File: src/rtl/ctlr_pkg.sv
// Shared definitions for the NES joypad link: FSM states, button bit indices, frame length.
// Used by both the device-side responder and the CPU-side controller interface.
package ctlr_pkg;

  typedef enum logic [1:0] {
    IDLE  = 2'd0,
    LOAD  = 2'd1,
    SHIFT = 2'd2,
    DRAIN = 2'd3
  } ctlr_state_t;

  localparam int CTLR_BITS = 8;

  localparam int BTN_A      = 0;
  localparam int BTN_B      = 1;
  localparam int BTN_SELECT = 2;
  localparam int BTN_START  = 3;
  localparam int BTN_UP     = 4;
  localparam int BTN_DOWN   = 5;
  localparam int BTN_LEFT   = 6;
  localparam int BTN_RIGHT  = 7;

endpackage

File: src/rtl/ctlr_debounce.sv
// One-bit input synchronizer with optional debounce counter (DEBOUNCE_CYCLES=0 bypasses it).
// prev_o is the second-to-last sync stage, db_o the last stage (or its debounced value).
module ctlr_debounce #(
  parameter int   SYNC_STAGES     = 2,
  parameter int   DEBOUNCE_CYCLES = 50000,
  parameter logic RST_VAL         = 1'b0
) (
  input  logic clk_i,
  input  logic rst_i,
  input  logic raw_i,
  output logic prev_o,
  output logic db_o
);

  logic [SYNC_STAGES-1:0] sync_q;

  always_ff @(posedge clk_i) begin
    if (rst_i) sync_q <= {SYNC_STAGES{RST_VAL}};
    else       sync_q <= {sync_q[SYNC_STAGES-2:0], raw_i};
  end

  assign prev_o = sync_q[SYNC_STAGES-2];

  generate
    if (DEBOUNCE_CYCLES == 0) begin : g_bypass
      assign db_o = sync_q[SYNC_STAGES-1];
    end else begin : g_deb
      localparam int CW = $clog2(DEBOUNCE_CYCLES + 1);
      localparam logic [CW-1:0] CNT_LAST = CW'(DEBOUNCE_CYCLES - 1);
      localparam logic [CW-1:0] CNT_SAT  = CW'(DEBOUNCE_CYCLES);

      logic [CW-1:0] cnt_q, cnt_d;
      logic          db_q, db_d;

      // Count consecutive clocks where the synchronized input disagrees with the accepted state.
      always_comb begin
        cnt_d = cnt_q;
        db_d  = db_q;
        if (sync_q[SYNC_STAGES-1] == db_q) begin
          cnt_d = '0;
        end else begin
          if (cnt_q == CNT_LAST) db_d = sync_q[SYNC_STAGES-1];
          if (cnt_q != CNT_SAT)  cnt_d = cnt_q + CW'(1);
        end
      end

      always_ff @(posedge clk_i) begin
        if (rst_i) begin
          cnt_q <= '0;
          db_q  <= RST_VAL;
        end else begin
          cnt_q <= cnt_d;
          db_q  <= db_d;
        end
      end

      assign db_o = db_q;
    end
  endgenerate

endmodule

File: src/rtl/ctlr_responder.sv
// Device end of one NES joypad link: debounced buttons captured on latch and shifted out
// one bit per pulse rise on an active-low serial line, like a 4021 shifter.
module ctlr_responder
  import ctlr_pkg::*;
#(
  parameter int SYNC_STAGES     = 2,
  parameter int DEBOUNCE_CYCLES = 50000
) (
  input  logic       clock,
  input  logic       reset,
  input  logic [7:0] buttons,
  input  logic       ctlr_latch,
  input  logic       ctlr_pulse,
  output logic       ctlr_data,
  output logic [7:0] buttons_db,
  output logic [3:0] bit_count
);

  logic latch_new, latch_old, pulse_new, pulse_old;
  logic latch_rise, latch_fall, pulse_rise;
  logic [CTLR_BITS-1:0] unused_btn_prev;

  ctlr_debounce #(.SYNC_STAGES(SYNC_STAGES), .DEBOUNCE_CYCLES(0), .RST_VAL(1'b0)) u_latch_sync (
    .clk_i(clock), .rst_i(reset), .raw_i(ctlr_latch), .prev_o(latch_new), .db_o(latch_old)
  );

  ctlr_debounce #(.SYNC_STAGES(SYNC_STAGES), .DEBOUNCE_CYCLES(0), .RST_VAL(1'b1)) u_pulse_sync (
    .clk_i(clock), .rst_i(reset), .raw_i(ctlr_pulse), .prev_o(pulse_new), .db_o(pulse_old)
  );

  for (genvar i = 0; i < CTLR_BITS; i++) begin : g_btn
    ctlr_debounce #(.SYNC_STAGES(SYNC_STAGES), .DEBOUNCE_CYCLES(DEBOUNCE_CYCLES), .RST_VAL(1'b0)) u_btn (
      .clk_i(clock), .rst_i(reset), .raw_i(buttons[i]), .prev_o(unused_btn_prev[i]), .db_o(buttons_db[i])
    );
  end

  assign latch_rise = latch_new & ~latch_old;
  assign latch_fall = ~latch_new & latch_old;
  assign pulse_rise = pulse_new & ~pulse_old;

  ctlr_state_t          state_q, state_d;
  logic [CTLR_BITS-1:0] shreg_q, shreg_d;
  logic [3:0]           cnt_q, cnt_d;
  logic                 data_q, data_d;

  always_ff @(posedge clock) begin
    if (reset) state_q <= IDLE;
    else       state_q <= state_d;
  end

  // A latch rise reloads from any state, including mid-shift.
  always_comb begin
    state_d = state_q;
    if (latch_rise) begin
      state_d = LOAD;
    end else begin
      unique case (state_q)
        IDLE:    state_d = IDLE;
        LOAD:    if (latch_fall) state_d = SHIFT;
        SHIFT:   if (pulse_rise && cnt_q == 4'(CTLR_BITS - 1)) state_d = DRAIN;
        DRAIN:   state_d = DRAIN;
        default: state_d = IDLE;
      endcase
    end
  end

  // Latch fall takes precedence over a coincident pulse rise because LOAD ignores pulses.
  always_comb begin
    shreg_d = shreg_q;
    cnt_d   = cnt_q;
    data_d  = (state_q == IDLE) ? 1'b1 : ~shreg_q[0];
    if (latch_rise || (state_q == LOAD && latch_new)) begin
      shreg_d = buttons_db;
    end else if (state_q == LOAD && latch_fall) begin
      cnt_d = '0;
    end else if (state_q == SHIFT && pulse_rise) begin
      shreg_d = {1'b1, shreg_q[CTLR_BITS-1:1]};
      cnt_d   = cnt_q + 4'd1;
    end
  end

  always_ff @(posedge clock) begin
    if (reset) begin
      shreg_q <= '0;
      cnt_q   <= '0;
      data_q  <= 1'b1;
    end else begin
      shreg_q <= shreg_d;
      cnt_q   <= cnt_d;
      data_q  <= data_d;
    end
  end

  assign ctlr_data = data_q;
  assign bit_count = cnt_q;

endmodule

File: config.mk
export PLATFORM = sky130hd
export DESIGN_NAME = ctlr_responder
export DESIGN_NICKNAME = d
export VERILOG_FILES = /design/src/rtl/ctlr_pkg.sv /design/src/rtl/ctlr_debounce.sv /design/src/rtl/ctlr_responder.sv
export SDC_FILE = /design/constraint.sdc
export NUM_CORES = 1
export LEC_CHECK = 0
export CORE_MARGIN = 1
export CORE_UTILIZATION = 55
export CTS_CLUSTER_DIAMETER = 40
export CTS_CLUSTER_SIZE = 14
export DETAILED_ROUTE_END_ITERATION = 10
export PLACE_DENSITY = 0.74
export REMOVE_ABC_BUFFERS = 1
export SLEW_MARGIN = 20
export SYNTH_ARGS = -nofsm -noshare
export SYNTH_HDL_FRONTEND = slang
export SYNTH_SLANG_ARGS = --single-unit
export TNS_END_PERCENT = 30
File: constraint.sdc
create_clock -name clock -period 1.6 [get_ports clock]
set_input_delay 0.16 -clock clock [delete_from_list [all_inputs] [get_ports clock]]
set_output_delay 0.16 -clock clock [all_outputs]
set_load 0.02 [all_outputs]
=== Word-level counts from Yosys, hierarchy flattened ===
Cells that the tools add are included.

* Flip-flop bits (word level): 171
* Bits in latches: 0
* RAM bits: 0
* ROM bits: 0
* Bits of input ports: 12
* Output and inout bits: 13
* Logic and storage cells: 128
* Memories: 0

* $add $sub $neg: 9
* $mul: 0
* Divide/modulo/power cells: 0
* Order comparisons: 0
* Eq/ne operators: 33
* Shift operators: 0
* Multiplexer cells: 9
* Bitwise logic cells: 16
* Reductions and logical operators: 30

{| class="wikitable"
|+ Operators by type and width
! kind !! number
|-
| $add A16 B1 Y16 const B || 8
|-
| $eq A16 B16 Y1 const B || 8
|-
| $ne A16 B16 Y1 const B || 8
|-
| $mux W8 || 3
|-
| $reduce_and A2 Y1 || 12
|-
| $reduce_or A2 Y1 || 10
|-
| $not A1 Y1 || 13
|-
| $eq A1 B1 Y1 || 8
|-
| $mux W4 || 2
|-
| $pmux W2 S4 || 1
|-
| $ne A2 B2 Y1 const B || 3
|-
| $ne A3 B3 Y1 const B || 2
|-
| $add A4 B1 Y4 const B || 1
|-
| $eq A2 B2 Y1 const B || 2
|-
| $eq A4 B3 Y1 const B || 1
|-
| $logic_and A1 B1 Y1 || 4
|-
| $mux W2 || 2
|-
| $reduce_bool A2 Y1 || 2
|-
| $and A1 B1 Y1 || 3
|-
| $eq A2 B1 Y1 const B || 1
|-
| $logic_not A2 Y1 || 1
|-
| $logic_or A1 B1 Y1 || 1
|-
| $mux W1 || 1
|}

=== Logic depth before layout (Yosys ltp) ===
Gate-level depths: netlist of run 1.

* Depth after elaboration: 6
* Gate-level depth with buffers: 6
* Mapped depth without buffers: 6

=== Modules after synthesis ===
A second synthesis of run 1 with hierarchy kept.

* Cells, all modules: 902
* Area, all modules: 7947.6 µm²

{| class="wikitable"
|+ By module, submodules not included
! module !! times used !! cells each !! area an instance (µm²) !! sequential area each (µm²)
|-
| ctlr_debounce (g_btn[0].u_btn ...) || 8 || 102 || 890.9 || 380.4
|-
| ctlr_responder || 1 || 78 || 715.7 || 300.3
|-
| ctlr_debounce (u_latch_sync ...) || 2 || 4 || 52.6 || 40.0
|}

=== Least setup slack after synthesis of run 1 ===
No wires, ideal clock.

* Path type: reg2reg
* From: reg g_btn[1].u_btn.g_deb.cnt_q[11]
* To: reg g_btn[1].u_btn.g_deb.cnt_q[1]
* Library setup time: 128 ps
* Data arrival time: 1614 ps
* Data required time: 1472 ps
* Path slack: -141 ps
* Stages on the path, launching flop included: 5
* Path buffers: 0
* Period minus slack after synthesis: 1741 ps
* Cell sequence: dfxtp_1 -> or4b_4 -> or4_4 -> mux2i_1 -> nor2_1

* Word-level cells in the longest chain between the ends: 1

{| class="wikitable"
|+ Ends and longest elaborated chain
! element !! line !! RTL
|-
| from (decl) || ctlr_debounce.sv:32 || <nowiki>logic [CW-1:0] cnt_q, cnt_d;</nowiki>
|-
| from (signal assigned) || ctlr_debounce.sv:52 || <nowiki>cnt_q <= cnt_d;</nowiki>
|-
| $ne A16 B16 Y1 || ctlr_debounce.sv:43 || <nowiki>if (cnt_q != CNT_SAT) cnt_d = cnt_q + CW'(1);</nowiki>
|}

Every way passes these cells.
A chain may end at the register's enable or synchronous reset.

=== Worst setup path after layout of run 1 ===
Same ends and word-level chain as after synthesis.

==> reports/summary.txt, run 1 <==
Post-DRT Antenna Nets = 0
Clock slew at reported path FFs = 0.07 ns
Routed length per instance = 14.86 um
Io pins = 25
PD cells = 894.7 mW/mm^2
RSZ-0062 raised after global routing = true
Post-route DRC = 0
Adder-Cell Fraction of Synth Area = 3.083%
Async SR Flop Fraction = 0%
Final #Nets = 1011
Starting density of the core = 57.32%
Synth top area share = 44.39%
Fmax = 557.5 MHz
Initial antenna violation count = 0
ANT cells = 0
End of the critical path = g_btn[1].u_btn.g_deb.cnt_q[1]$_SDFFE_PP0P_
Cells after synthesis = 870
Share of cells above drive strength 1 = 20.44%
Via count = 6571
Post-DP HPWL = 11330 um
Post-Route Skew = 0.009527 ns
Final setup fails = 5
Most frequent cells in the layout = 155 x dfxtp_1, 111 x nor2_1, 91 x buf_4, 70 x xnor2_1, 44 x nand3_1
Ys Warns = 0
Die Y = 120.4 um
Place WS = -0.1699 ns
Min cycle time layout = 1.794 ns
R2R Path Start = g_btn[1].u_btn.g_deb.cnt_q[11]$_SDFFE_PP0P_
Fill count = 1006
Status = finished with violations
WP data required = 1.91 ns
CP Capture Type = flip-flop
Ys flop type = dfxtp_1
Fin crit share = 112.1%
Num CTS Buffers = 17
Maximum number of pins on one net before global-route repair = 27
Critical Path AT = 2.11 ns
Worst hold path class = in2reg
CP startpoint = g_btn[1].u_btn.g_deb.cnt_q[11]$_SDFFE_PP0P_
Horiz. Die Dim = 120.4 um
Startpoint types = flip-flop
Fin. max-slew vios = 0
Worst Path Max Fanout = 3
Worst-margin pin slew = 0.3936 ns
Final GP Congestion = 0.8683
Placed insts = 1134
Die ar. = 0.01450 sq mm
Root Driver = clkbuf_16
Post-synthesis mux area share = 1.963%
Flops & latches, synth = 171
Power consumption = 8667 uW
Clock latency on the worst-skew pair = 0.43 ns
Core area = 0.01345 sq mm
Port Buf Inserts = 24
VDD IR max = 0.7096 mV
CTS tree = done
Worst flop-to-flop path endpoint = g_btn[1].u_btn.g_deb.cnt_q[1]$_SDFFE_PP0P_
First-pass GRT wire length = 28450 um
Routed WL = 17370 um
Cell Area, Synth = 0.007711 sq mm
Vias in the first global route = 6487
Site Rows = 42
Grt total ovfl = 0
P_leak = 0.003253 uW
CTS sink count = 171
Slew margin rel. = 73.52%
Simple-gate share of the synthesized area = 27.99%
Avg Synthesized Cell Area = 8.863 sq um
Post-synthesis compound-gate area fraction = 7.659%
Top area cells in the synthesized netlist = dfxtp_1 44%, xnor2_1 8.0%, nor2_1 5.4%, nand3_1 3.2%, ha_1 3.1%
Critical path type = reg2reg
XOR/XNOR share of the synthesized area = 10.90%
H-Tree Level Count = 4
Max clock buf depth = 2
Dominant cell type by area after synthesis = dfxtp_1
EDFF count, synth = 0
Final Instance Count excl. Fillers = 1169
Hold Fails Final Rpt = 0
DR pass1 iterations = 5
Initial DRC Count = 490
Slack of the critical path = -0.1936 ns
CTS Hold Bufs = 0
Most common cell after layout, fill and taps aside = dfxtp_1
MaxCap Viol Count = 0
Netlist cell types = 51
Largest family of logic cells by synthesized area = simple AND/OR/NAND/NOR gates
Tot GR Track Use = 24.12%
Worst R2R Path Depth = 4
FF-to-FF setup slack = -0.19 ns
Area Growth Syn to Fin = 25.62%
Vias per cell = 5.621
Failing checks = setup timing
Sequential area share after synthesis = 44.39%
cell type report:
| class | instances | area [sq um] | share of cell area (%) |
|---|---|---|---|
| sequential | 171 | 3446 | 35.57 |
| inverter | 43 | 161.4 | 1.666 |
| clock buffer | 18 | 439.2 | 4.534 |
| tap | 176 | 220.2 | 2.273 |
| clock inverter | 14 | 146.4 | 1.511 |
| multi-input combinational | 625 | 4225 | 43.62 |
| timing repair buffer | 122 | 1049 | 10.82 |
what timing repair did:
item,4_1_cts,5_1_grt
pin swaps,1,15
gates resized for setup,19,55
setup buffers,0,3
endpoints found under the setup margin,21,47
through the flow:
stage	util, %	hold WS, ns	cell area, sq um	TNS (ns)
finish	72.01	0.2889	9687	-0.6486
global route	72.01	0.2804	9687	-1.171
CTS	70.07	0.2746	9427	-0.5929
detailed placement	65.64	0.4227	8831	-0.5955
global placement	65.64	0.4196	8831	-0.4192
floorplan	-	0.2267	7564	-9.498
registers in the layout, summed over array words and instances (netlist names):
signal / count
g_btn.u_btn.sync_q: 16
u_latch_sync.sync_q: 2
shreg_q: 8
ctlr_data: 1
bit_count: 4
state_q: 2
g_btn.u_btn.g_deb.cnt_q: 128
g_btn.u_btn.db_o: 8
u_pulse_sync.sync_q: 2
routing by layer:
metal	share of wire, %	global-route usage, %	vias up
met4	1.1	7.793	0
met2	52	44.32	100
met1	43	27.64	3168
met5	0	0	-
li1	-	-	3284
met3	3.1	5.142	19
logic make-up (layout without fill, tap and decap cells):
group,Yosys count,after routing
AO/OA/AOI/OAI,100,100
XOR/XNOR,96,96
adder cells (fa/ha/maj),19,19
buffers and inverters,74,197
flip-flops,171,171
multiplexers,15,15
AND/OR/NAND/NOR,395,395
worst min path at each step:
stage / start / to / slack (ns) / cells after the start
5_1_grt: buttons[0] / g_btn[0].u_btn.sync_q[0]$_SDFF_PP0_ / 0.28 / 2
3_3_place_gp: shreg_q[0]$_SDFFE_PP0P_ / ctlr_data$_SDFF_PP1_ / 0.42 / 1
3_5_place_dp: g_btn[2].u_btn.sync_q[0]$_SDFF_PP0_ / g_btn[2].u_btn.sync_q[1]$_SDFF_PP0_ / 0.42 / 1
2_1_floorplan: reset / u_latch_sync.sync_q[1]$_SDFF_PP0_ / 0.23 / 1
4_1_cts: buttons[2] / g_btn[2].u_btn.sync_q[0]$_SDFF_PP0_ / 0.27 / 2
6_report: buttons[0] / g_btn[0].u_btn.sync_q[0]$_SDFF_PP0_ / 0.29 / 2
synthesized netlist by cell type, drive strengths merged (26+ instances only):
master	number
dfxtp	171
xor2	26
a21oi	40
o21ai	33
nor4	26
nand4	30
xnor2	70
nor2	111
nand3	49
nand2	34
nor3	34
inv	42
critical path, cell delays in order (launching register included):
cell and delay, ns:
dfxtp_2 0.32, or4b_4 0.53, or4_4 0.58, mux2i_1 0.19, nor2_1 0.06
where the power goes:
| group | switching [uW] | total (uW) | internal [uW] |
|---|---|---|---|
| logic | 119 | 237 | 118 |
| clock network | 1750 | 4100 | 2340 |
| registers | 30.7 | 4330 | 4300 |
(Power assumes the default switching activity.)
==> run 2, diff against run 1 <==
--- a/config.mk
+++ b/config.mk
@@ -5,6 +5,7 @@
 export SDC_FILE = /design/constraint.sdc
 export NUM_CORES = 1
 export LEC_CHECK = 0
+export CORE_ASPECT_RATIO = 0.8
 export CORE_MARGIN = 1
 export CORE_UTILIZATION = 55
 export CTS_CLUSTER_DIAMETER = 40
==> run 2 against run 1 <==
The flow still finishes with violations (setup timing); sequential share of layout area shrank 0.075 points; sequential cell count unchanged; fmax up 2.8%; clock power grew 11%; via count down 0.85%; largest cell class unchanged; cell count barely moved; count of clock-buffer cells in the layout is 6 higher; combinational power fell by 3%.
==> reports/summary.txt, run 2 (same netlist as run 1, synthesis figures left out) <==
ANT cells = 0 (unchanged)
Startpoint types = flip-flop
Cell Int Power = 7295 uW (+7.8%)
Area Growth Syn to Fin = 26.20%
Fin. max-slew vios = 0 (unchanged)
P_sw = 1806 uW (-5.1%)
Crit path max-delay cell type = or4_4
Site Rows = 38 (-9.5%)
Num CTS Buffers = 17 (unchanged)
Crit path cell chain = or4bb_4, or4_4, mux2i_1, nor2_1
Worst hold slack = 0.2924 ns (+0.003546 ns)
Slew margin rel. = 76.02% (+2.5 points)
CP bufs+invs = 0 (unchanged)
First-pass GRT wire length = 28320 um (-0.46%)
Worst Path Max Fanout = 3 (unchanged)
Initial antenna violation count = 0 (unchanged)
Most common cell after layout, fill and taps aside = dfxtp_1
Hold Fails Final Rpt = 0 (unchanged)
WP data required = 1.91 ns (about the same)
Final setup fails = 4 (-1)
Core area = 0.01360 sq mm (+1.1%)
Worst path max stage delay = 0.57 ns (about the same)
MaxCap Viol Count = 0 (unchanged)
Post-DRT Antenna Nets = 0 (unchanged)
P_leak = 0.003249 uW (about the same)
Fin crit share = 109.1% (-3.0 points)
Net Sw Frac = 19.84% (-2.1 points)
Fill count = 1013 (+0.70%)
CP Capture Type = flip-flop
CP delay by family, top = simple AND/OR/NAND/NOR gates
Io pins = 25 (unchanged)
Power consumption = 9100 uW (+5.0%)
CTS sink count = 171 (unchanged)
CTS Hold Bufs = 0 (unchanged)
Root Driver = clkbuf_16
Most frequent cells in the layout = 150 x dfxtp_1, 111 x nor2_1, 90 x buf_4, 70 x xnor2_1, 46 x nand3_1
CTS tree = done
Clock slew at reported path FFs = 0.06 ns (about the same)
Die Y = 107.9 um (-10%)
Die ar. = 0.01450 sq mm (about the same)
Starting density of the core = 56.71% (-0.61 points)
Grt total ovfl = 0 (unchanged)
Maximum number of pins on one net before global-route repair = 27 (unchanged)
Sequential power share = 47.6% (-2.4 points)
Post-route DRC = 0 (unchanged)
Min cycle time layout = 1.745 ns (-0.04817 ns)
Combinational fraction of design power = 2.5% (-0.2 points)
Worst hold path class = in2reg
PD cells = 935.1 mW/mm^2 (+4.5%)
Post-Route Skew = 0.005365 ns (-0.004162 ns)
Max clock buf depth = 2 (unchanged)
H-Tree Level Count = 4 (unchanged)
Routed length per instance = 14.46 um (-2.6%)
Port Buf Inserts = 24 (unchanged)
Max FFs per register = 128 (unchanged)
Place WS = -0.1285 ns (+0.04143 ns)
Final GP Congestion = 0.8505 (-2.0%)
Vias per cell = 5.568 (-0.94%)
DR pass1 iterations = 5 (unchanged)
Horiz. Die Dim = 134.4 um (+12%)
Largest regs = g_btn.u_btn.g_deb.cnt_q x128, g_btn.u_btn.sync_q x16
Initial DRC Count = 398 (-19%)
VDD IR max = 0.7432 mV (+4.7%)
Slack of the critical path = -0.1454 ns (+0.04817 ns)
Routed WL = 16920 um (-2.6%)
Worst-margin pin slew = 0.3565 ns (-0.03710 ns)
Critical Path AT = 2.06 ns (-0.05 ns)
Clock latency on the worst-skew pair = 0.42 ns (about the same)
Clock share of power = 49.9% (+2.6 points)
Failing checks = setup timing
Share of cells above drive strength 1 = 20.51% (+0.062 points)
Fmax = 572.9 MHz (+2.8%)
Status = finished with violations
RSZ-0062 raised after global routing = true
Vias in the first global route = 6256 (-3.6%)
Via count = 6515 (-0.85%)
Critical path type = reg2reg
Final #Nets = 1008 (-0.30%)
Tot GR Track Use = 24.10% (about the same)
Post-DP HPWL = 11510 um (+1.7%)
Biggest register = g_btn.u_btn.g_deb.cnt_q
## run 2: cell types whose count changed in the layout (fill, tap and decap cells not counted), moves of 3 or more
cell	previous run	this run
dfxtp_1	155	150
buf_12	7	4
clkbuf_8	1	6
or3_1	20	23
clkinv_2	4	0
or3_4	4	1
dfxtp_2	15	19
## run 2: repair_timing
item                                    CTS  global route
pin swaps                                 3            15
setup buffers                             1             3
cloned                                    0             0
endpoints found under the setup margin   24            47
resized for setup                        23            58
## run 2: area by class of cell
cell class / count / area, sq um / share of cell area (%)
multi-input combinational: 625 / 4233 / 43.49
sequential: 171 / 3455 / 35.50
timing repair buffer: 119 / 992.2 / 10.20
clock buffer: 24 / 511.7 / 5.258
tap: 180 / 225.2 / 2.314
inverter: 43 / 161.4 / 1.659
clock inverter: 8 / 153.9 / 1.581
## run 2: path summary, 6_finish.rpt
check | from | to | slack [ns] | cells after the start
min | buttons[6] | g_btn[6].u_btn.sync_q[0]$_SDFF_PP0_ | 0.29 | 2
min reg2reg | shreg_q[0]$_SDFFE_PP0P_ | ctlr_data$_SDFF_PP1_ | 0.43 | 1
max | g_btn[1].u_btn.g_deb.cnt_q[5]$_SDFFE_PP0P_ | g_btn[1].u_btn.g_deb.cnt_q[1]$_SDFFE_PP0P_ | -0.15 | 4
max reg2reg | g_btn[1].u_btn.g_deb.cnt_q[5]$_SDFFE_PP0P_ | g_btn[1].u_btn.g_deb.cnt_q[1]$_SDFFE_PP0P_ | -0.15 | 4
## run 2: metal layers
layer  up-vias  global-route usage (%)  routed length [um]
li1       3277                       -                   -
met1      3085                   30.34                7698
met5         -                       0                   0
met3        25                   5.697                 498
met4         0                   7.865                 254
met2       128                   40.82                8471
## run 2: stage by stage
stage	std cells	setup TNS, ns	area, sq um	util, %
3_5_place_dp	1134	-0.5719	8768	64.48
6_report	1170	-0.5235	9732	71.57
3_3_place_gp	1134	-0.4101	8768	64.48
5_1_grt	1170	-1.228	9732	71.57
2_1_floorplan	839	-9.498	7564	-
4_1_cts	1167	-0.5449	9470	69.64
## run 2: worst register-to-register path, delay by kind of cell, from the launching register on
| kind | cells | cell delay, ns |
|---|---|---|
| and+or+nand+nor | 3 | 1.15 |
| DFF | 1 | 0.32 |
| muxes | 1 | 0.16 |
## run 2: power by group through the flow
stage               Combinational, uW  Clock [uW]  Sequential [uW]
detailed placement                224           0             4430
finish                            229        4540             4330
CTS                               226        4610             4330
global placement                  214           0             4420
floorplan                         102           0             4420
global route                      252        4810             4330
